--- config.mk ---
export PLATFORM = sky130hd
export DESIGN_NAME = dev_bridge_ic
export DESIGN_NICKNAME = d
export VERILOG_FILES = /design/src/rtl/dev_bridge_ic_pkg.sv /design/src/rtl/dev_bridge_ic_irq_edge_latch.sv /design/src/rtl/dev_bridge_ic.sv
export SDC_FILE = /design/constraint.sdc
export NUM_CORES = 1
export LEC_CHECK = 0
export CAP_MARGIN = 20
export CORE_AREA = 2 2 93 95
export DETAILED_ROUTE_END_ITERATION = 10
export DIE_AREA = 0 0 95 97
export PLACE_DENSITY = 0.75
export SYNTH_ARGS = -nofsm -noshare
export SYNTH_HDL_FRONTEND = slang
export SYNTH_SLANG_ARGS = --single-unit
export TNS_END_PERCENT = 20
--- constraint.sdc ---
create_clock -name clk -period 2.5 [get_ports clk]
set_input_delay 0.5 -clock clk [delete_from_list [all_inputs] [get_ports clk]]
set_output_delay 0.5 -clock clk [all_outputs]
set_load 0.02 [all_outputs]
--- src/rtl/dev_bridge_ic_pkg.sv ---
// Shared constants for the P7 device bridge and interrupt controller.
// Window bases, controller register offsets and interrupt source indices.
package dev_bridge_ic_pkg;

   localparam logic [31:0] TC0_BASE_DEF = 32'h0000_7F00;
   localparam logic [31:0] TC1_BASE_DEF = 32'h0000_7F10;
   localparam logic [31:0] IC_BASE_DEF  = 32'h0000_7F20;

   localparam int NSRC = 3;

   localparam logic [1:0] IC_IMASK = 2'd0;
   localparam logic [1:0] IC_IPEND = 2'd1;
   localparam logic [1:0] IC_IID   = 2'd2;

   localparam int SRC_TC0 = 0;
   localparam int SRC_TC1 = 1;
   localparam int SRC_EXT = 2;

   // A window holds three words; word offset 3 is deliberately unmapped.
   function automatic logic win_hit(input logic [29:0] waddr, input logic [31:0] base);
      return (waddr[29:2] == base[31:4]) && (waddr[1:0] != 2'd3);
   endfunction

endpackage

--- src/rtl/dev_bridge_ic_irq_edge_latch.sv ---
// Rising-edge detector feeding a sticky pending flop; a new rise beats a clear.
// Latency: rise in cycle N shows on pend in cycle N+1; no backpressure.
module irq_edge_latch
   import dev_bridge_ic_pkg::*;
(
   input  logic clk,
   input  logic reset,
   input  logic src,
   input  logic clr,
   output logic pend
);

   logic prev;
   logic rise;

   assign rise = src & ~prev;

   always_ff @(posedge clk) begin
      if (reset) begin
         prev <= 1'b0;
         pend <= 1'b0;
      end else begin
         prev <= src;
         if (rise)
            pend <= 1'b1;
         else if (clr)
            pend <= 1'b0;
      end
   end

endmodule

--- src/rtl/dev_bridge_ic.sv ---
// Bridge/interrupt controller for TC0, TC1 and ext IRQ; decode is combinational, hw_int registered.
// No backpressure. Optional store trace under BRIDGE_TRACE_EN.
module dev_bridge_ic
   import dev_bridge_ic_pkg::*;
#(
   parameter logic [31:0] TC0_BASE = TC0_BASE_DEF,
   parameter logic [31:0] TC1_BASE = TC1_BASE_DEF,
   parameter logic [31:0] IC_BASE  = IC_BASE_DEF
) (
   input  logic        clk,
   input  logic        reset,
   input  logic [29:0] cpu_addr,
   input  logic        cpu_we,
   input  logic [31:0] cpu_wdata,
   input  logic [31:0] cpu_pc,
   output logic [31:0] cpu_rdata,
   output logic        cpu_hit,
   output logic [1:0]  dev_addr,
   output logic [31:0] dev_wdata,
   output logic        tc0_we,
   output logic        tc1_we,
   input  logic [31:0] tc0_rdata,
   input  logic [31:0] tc1_rdata,
   input  logic        tc0_irq,
   input  logic        tc1_irq,
   input  logic        ext_irq,
   output logic [5:0]  hw_int,
   input  logic        int_ack
);

   logic            hit_tc0, hit_tc1, hit_ic;
   logic            sync_1, sync_ext;
   logic [NSRC-1:0] src, clr, ipend, imask, active;
   logic [1:0]      iid;

   assign hit_tc0   = win_hit(cpu_addr, TC0_BASE);
   assign hit_tc1   = win_hit(cpu_addr, TC1_BASE);
   assign hit_ic    = win_hit(cpu_addr, IC_BASE);
   assign cpu_hit   = hit_tc0 | hit_tc1 | hit_ic;
   assign dev_addr  = cpu_addr[1:0];
   assign dev_wdata = cpu_wdata;
   assign tc0_we    = cpu_we & hit_tc0;
   assign tc1_we    = cpu_we & hit_tc1;

   always_comb begin
      cpu_rdata = 32'h0;
      if (hit_tc0)
         cpu_rdata = tc0_rdata;
      else if (hit_tc1)
         cpu_rdata = tc1_rdata;
      else if (hit_ic) begin
         case (cpu_addr[1:0])
            IC_IMASK: cpu_rdata = {29'h0, imask};
            IC_IPEND: cpu_rdata = {29'h0, ipend};
            IC_IID:   cpu_rdata = {30'h0, iid};
            default:  cpu_rdata = 32'h0;
         endcase
      end
   end

   always_ff @(posedge clk) begin
      if (reset) begin
         sync_1   <= 1'b0;
         sync_ext <= 1'b0;
      end else begin
         sync_1   <= ext_irq;
         sync_ext <= sync_1;
      end
   end

   assign src[SRC_TC0] = tc0_irq;
   assign src[SRC_TC1] = tc1_irq;
   assign src[SRC_EXT] = sync_ext;
   assign active       = ipend & imask;

   // Lowest index wins; IID is index+1 so that 0 means nothing pending.
   always_comb begin
      iid = 2'd0;
      for (int i = NSRC - 1; i >= 0; i--)
         if (active[i])
            iid = 2'(i + 1);
   end

   always_comb begin
      for (int i = 0; i < NSRC; i++)
         clr[i] = (cpu_we && hit_ic && cpu_addr[1:0] == IC_IPEND && cpu_wdata[i])
                | (int_ack && iid == 2'(i + 1));
   end

   for (genvar g = 0; g < NSRC; g++) begin : g_src
      irq_edge_latch u_latch (
         .clk   (clk),
         .reset (reset),
         .src   (src[g]),
         .clr   (clr[g]),
         .pend  (ipend[g])
      );
   end

   always_ff @(posedge clk) begin
      if (reset) begin
         imask  <= '0;
         hw_int <= 6'h0;
      end else begin
         if (cpu_we && hit_ic && cpu_addr[1:0] == IC_IMASK)
            imask <= cpu_wdata[NSRC-1:0];
         hw_int <= {3'b000, active};
      end
   end

`ifdef BRIDGE_TRACE_EN
   always @(posedge clk) begin
      if (cpu_we && cpu_hit)
         $display("@%h: *%h <= %h", cpu_pc, {cpu_addr, 2'b00}, cpu_wdata);
   end
`else
   logic unused_pc;
   assign unused_pc = ^cpu_pc;
`endif

endmodule
==> metrics.csv <==
stage,metric,value,unit
finish,share_of_final_layout_standard_cells_stronger_than_drive_strength_1,27.0,%
pwr,intPower,548,µW
worst_setup_path,critPathCaptureType,output pin,
cts,cts_root_buf,sky130_fd_sc_hd__clkbuf_8,
finish,diodes,0,
floorplanning,core_region,0.00813,mm²
route,dr_wl_met3,457,µm
cts,clk_latency,250,ps
global_route,first_global_vias,1930,
floorplanning,die-height,97,µm
worst_setup_path,crit_path_cell_trace,buf_6 -> nor4b_4 -> buf_4 -> nand4_1 -> buf_4 -> a311oi_2 -> o32a_1 -> buf_6,
worst_setup_path,cp-startpoint,cpu_addr[14],
route,drt_pre_antenna_iters,4,
timing,finalWorstPathRequiredPeriod,2510,ps
worst_hold_path,hold_path_depth,1,
route,route.detailed.drc,0,
route,met2_wirelength,3230,µm
status,run_status,"complete, but fails checks",
global_route,grt_remaining_overflow,0,
finish,layout-area-overhead-vs-synth,84.3,%
timing,period_share,100,%
route,maxUsedRoutingLayer,met4,
cts,clk_pin_slew_worst_paths,50,ps
synthesis,postSynth.asyncResetShare,0,%
worst_setup_path,worst-path-max-fanout,4,
timing,timing_hold_violations_final,0,
route,drt.antenna.violating_nets,0,
timing,slew_viol_final,0,
worst_setup_path,critPathBufInv,4,
pwr,maximum_ir_drop_on_the_vdd_rail,161,µV
finish,layout.nets,492,
timing,fmax,0.399,GHz
floorplanning,die_w,95,µm
synthesis,yosysSeqAreaShare,17.6,%
flow_run,timing.max_cap.violations,0,
global_route,grt_antenna_before_repair,0,
pwr,seqPwrFrac,32.4,%
synthesis,synth-edff-count,0,
floorplanning,floorplan.initialDensity,19.6,%
worst_setup_path,crit_path_max_incr_delay,300,ps
worst_setup_path,cp.required,2000,ps
worst_setup_path,critical_path.startpoint_type,input port,
route,wirelength_met1,2010,µm
pwr,power.net_switching,176,µW
place,pre_cts_ws,-799,ps
finish,most-common-layout-cells,"sky130_fd_sc_hd__clkdlybuf4s50_1 (81), sky130_fd_sc_hd__mux2i_1 (30), sky130_fd_sc_hd__nor2_1 (29)",
timing,fin_ws,-6.50,ps
timing,rsz0062_at_grt,yes,
timing,setup_viol,1,
place,numPortBuffers,146,
worst_setup_path,critical_path_depth,8,
cts,tritoncts_buffer_count,3,
pwr,post-layout-total-power,723,µW
worst_setup_path,critPathSlowestCell,sky130_fd_sc_hd__nor4b_4,
synthesis,yosys_warnings,0,
synthesis,postSynthRegisterBits,14,
synthesis,netlist_instances,204,
route,post_drt_wl_per_cell,13.4,µm
pwr,swShare,24.3,%
place,gp_congestion,0.858,
global_route,grt_first_pass_wirelength,9030,µm
worst_setup_path,reg2reg_from,imask[0]$_SDFFE_PP0P_,
synthesis,synth_cell_type_count,40,
pwr,leakage,1.27,nW
floorplanning,io_pins,240,
global_route,grt_start_max_net_pins,27,
pwr,pwr-share-clk,30.6,%
cts,cts_htree_levels,1,
worst_setup_path,reg2reg_setup_slack,1470,ps
route,vias,1884,
worst_setup_path,worst_endpoint_data_arrival_time,2010,ps
route,finalWirelength,5770,µm
finish,layout_commonest_cell,sky130_fd_sc_hd__clkdlybuf4s50_1,
timing,largest_clock_skew_in_the_final_design,6.20,ps
worst_hold_path,holdCritPathClass,flop to flop,
cts,cts_tree,done,
pwr,power_frac_comb,36.9,%
status,violations,setup timing,
synthesis,post_synth_instance_area,0.00160,mm²
route,initialDrtViolationCount,24,
cts,cts_buffer_depth,2,
floorplanning,fp.dieArea,0.00922,mm²
pwr,power.density,246,mW/mm²
synthesis,dominantRegCellSynth,sky130_fd_sc_hd__dfxtp_1,
worst_setup_path,criticalPathCategory,input port to output pin,
worst_setup_path,worst_r2r_endpoint,g_src[1].u_latch.pend$_SDFFE_PP0P_,
route,routed_via_density,4.37,
global_route,globalRouteTotalUtil,12.0,%
place,hpwlAfterDp,4820,µm
worst_setup_path,timing.reg2reg.worst_path_depth,4,
synthesis,synth_area_per_cell,7.83,µm²
worst_setup_path,setup.worst_path.end,cpu_rdata[1],
cts,tritoncts_num_sinks,14,
worst_setup_path,worst_path_dominant_cell_family,buffers and inverters,
floorplanning,placementRows,33,
cells by family after synthesis:
| logic type | Yosys count | share of synthesized area [%] |
|---|---|---|
| and+or+nand+nor | 84 | 29.3 |
| buffers and inverters | 52 | 23.4 |
| muxes | 30 | 18.8 |
| AOI/OAI and AO/OA | 23 | 10.7 |
| DFF | 14 | 17.6 |
| other | 1 | 0.235 |
synth_stat cells (2+ instances only):
library cell / number / area share [%]
sky130_fd_sc_hd__buf_4: 37 / 17
sky130_fd_sc_hd__nor2_1: 34 / 8.0
sky130_fd_sc_hd__mux2i_1: 30 / 19
sky130_fd_sc_hd__dfxtp_1: 14 / 18
sky130_fd_sc_hd__nor2b_1: 12 / 4.7
sky130_fd_sc_hd__nand2_1: 7 / 1.6
sky130_fd_sc_hd__a21oi_1: 6 / 1.9
sky130_fd_sc_hd__nand4_1: 6 / 2.4
sky130_fd_sc_hd__buf_6: 5 / 3.5
sky130_fd_sc_hd__clkbuf_1: 4 / 0.94
sky130_fd_sc_hd__inv_1: 4 / 0.94
sky130_fd_sc_hd__nor3_1: 4 / 1.3
sky130_fd_sc_hd__o31ai_1: 4 / 1.9
sky130_fd_sc_hd__and4_1: 3 / 1.6
sky130_fd_sc_hd__nand3_1: 3 / 0.94
sky130_fd_sc_hd__nor4_2: 3 / 2.4
sky130_fd_sc_hd__o32a_1: 3 / 1.9
sky130_fd_sc_hd__nand2b_1: 2 / 0.78
sky130_fd_sc_hd__nor3b_1: 2 / 0.94
routing by layer:
layer  up-vias  global-route usage (%)
li1        924                       -
met1       850                    13.0
met2       100                    23.6
met3        10                    2.10
met4         0                    2.56
met5         -                       0
registers in the layout (all words and copies together) (netlist names):
register,cells
g_src.u_latch.prev,3
sync_1,1
hw_int,3
sync_ext,1
g_src.u_latch.pend,3
imask,3
per-stage QoR:
stage / instances / TNS, ps / cell area [µm²] / util [%] / hold WS (ps)
2_1_floorplan: 206 / 0 / 1600 / - / 414
3_3_place_gp: 424 / -24590 / 2970 / 36.5 / 420
3_5_place_dp: 424 / -25460 / 2970 / 36.5 / 426
4_1_cts: 428 / 0 / 2900 / 35.7 / 440
5_1_grt: 431 / -87.5 / 2940 / 36.2 / 463
6_report: 431 / -6.50 / 2940 / 36.2 / 436
worst min-delay path by stage:
| stage | start | end |
|---|---|---|
| 2_1_floorplan | sync_1$_SDFF_PP0_ | sync_ext$_SDFF_PP0_ |
| 3_3_place_gp | sync_1$_SDFF_PP0_ | sync_ext$_SDFF_PP0_ |
| 3_5_place_dp | sync_1$_SDFF_PP0_ | sync_ext$_SDFF_PP0_ |
| 4_1_cts | sync_1$_SDFF_PP0_ | sync_ext$_SDFF_PP0_ |
| 5_1_grt | sync_1$_SDFF_PP0_ | sync_ext$_SDFF_PP0_ |
| 6_report | sync_1$_SDFF_PP0_ | sync_ext$_SDFF_PP0_ |
worst register-to-register path, delay by kind of cell (launching register included):
family	cells	cell delay, ps
AND/OR/NAND/NOR	1	130
flip-flops	1	400
AO/OA/AOI/OAI	3	420
timing repair:
item,4_1_cts,5_1_grt
pin swaps,14,12
setup endpoints to repair,35,33
hold buffers,0,0
setup buffers,1,3
resized for setup,191,50
power groups by stage:
stage	combinational (mW)	clock (mW)	sequential, mW
final	0.267	0.221	0.235
after global routing	0.289	0.238	0.235
after CTS	0.269	0.229	0.234
after detailed placement	0.276	0	0.239
after global placement	0.275	0	0.239
after floorplan	0.158	0	0.238
cell type report:
| type | count | area [µm²] |
|---|---|---|
| flip-flops and latches | 14 | 280 |
| repair buffers | 164 | 1440 |
| well taps | 105 | 131 |
| fillers | 829 | 5190 |
| inverters | 4 | 15.0 |
| multi-input cells | 140 | 1020 |
| clock buffers | 4 | 55.1 |
Note: power is estimated with default switching activity, not from simulation.
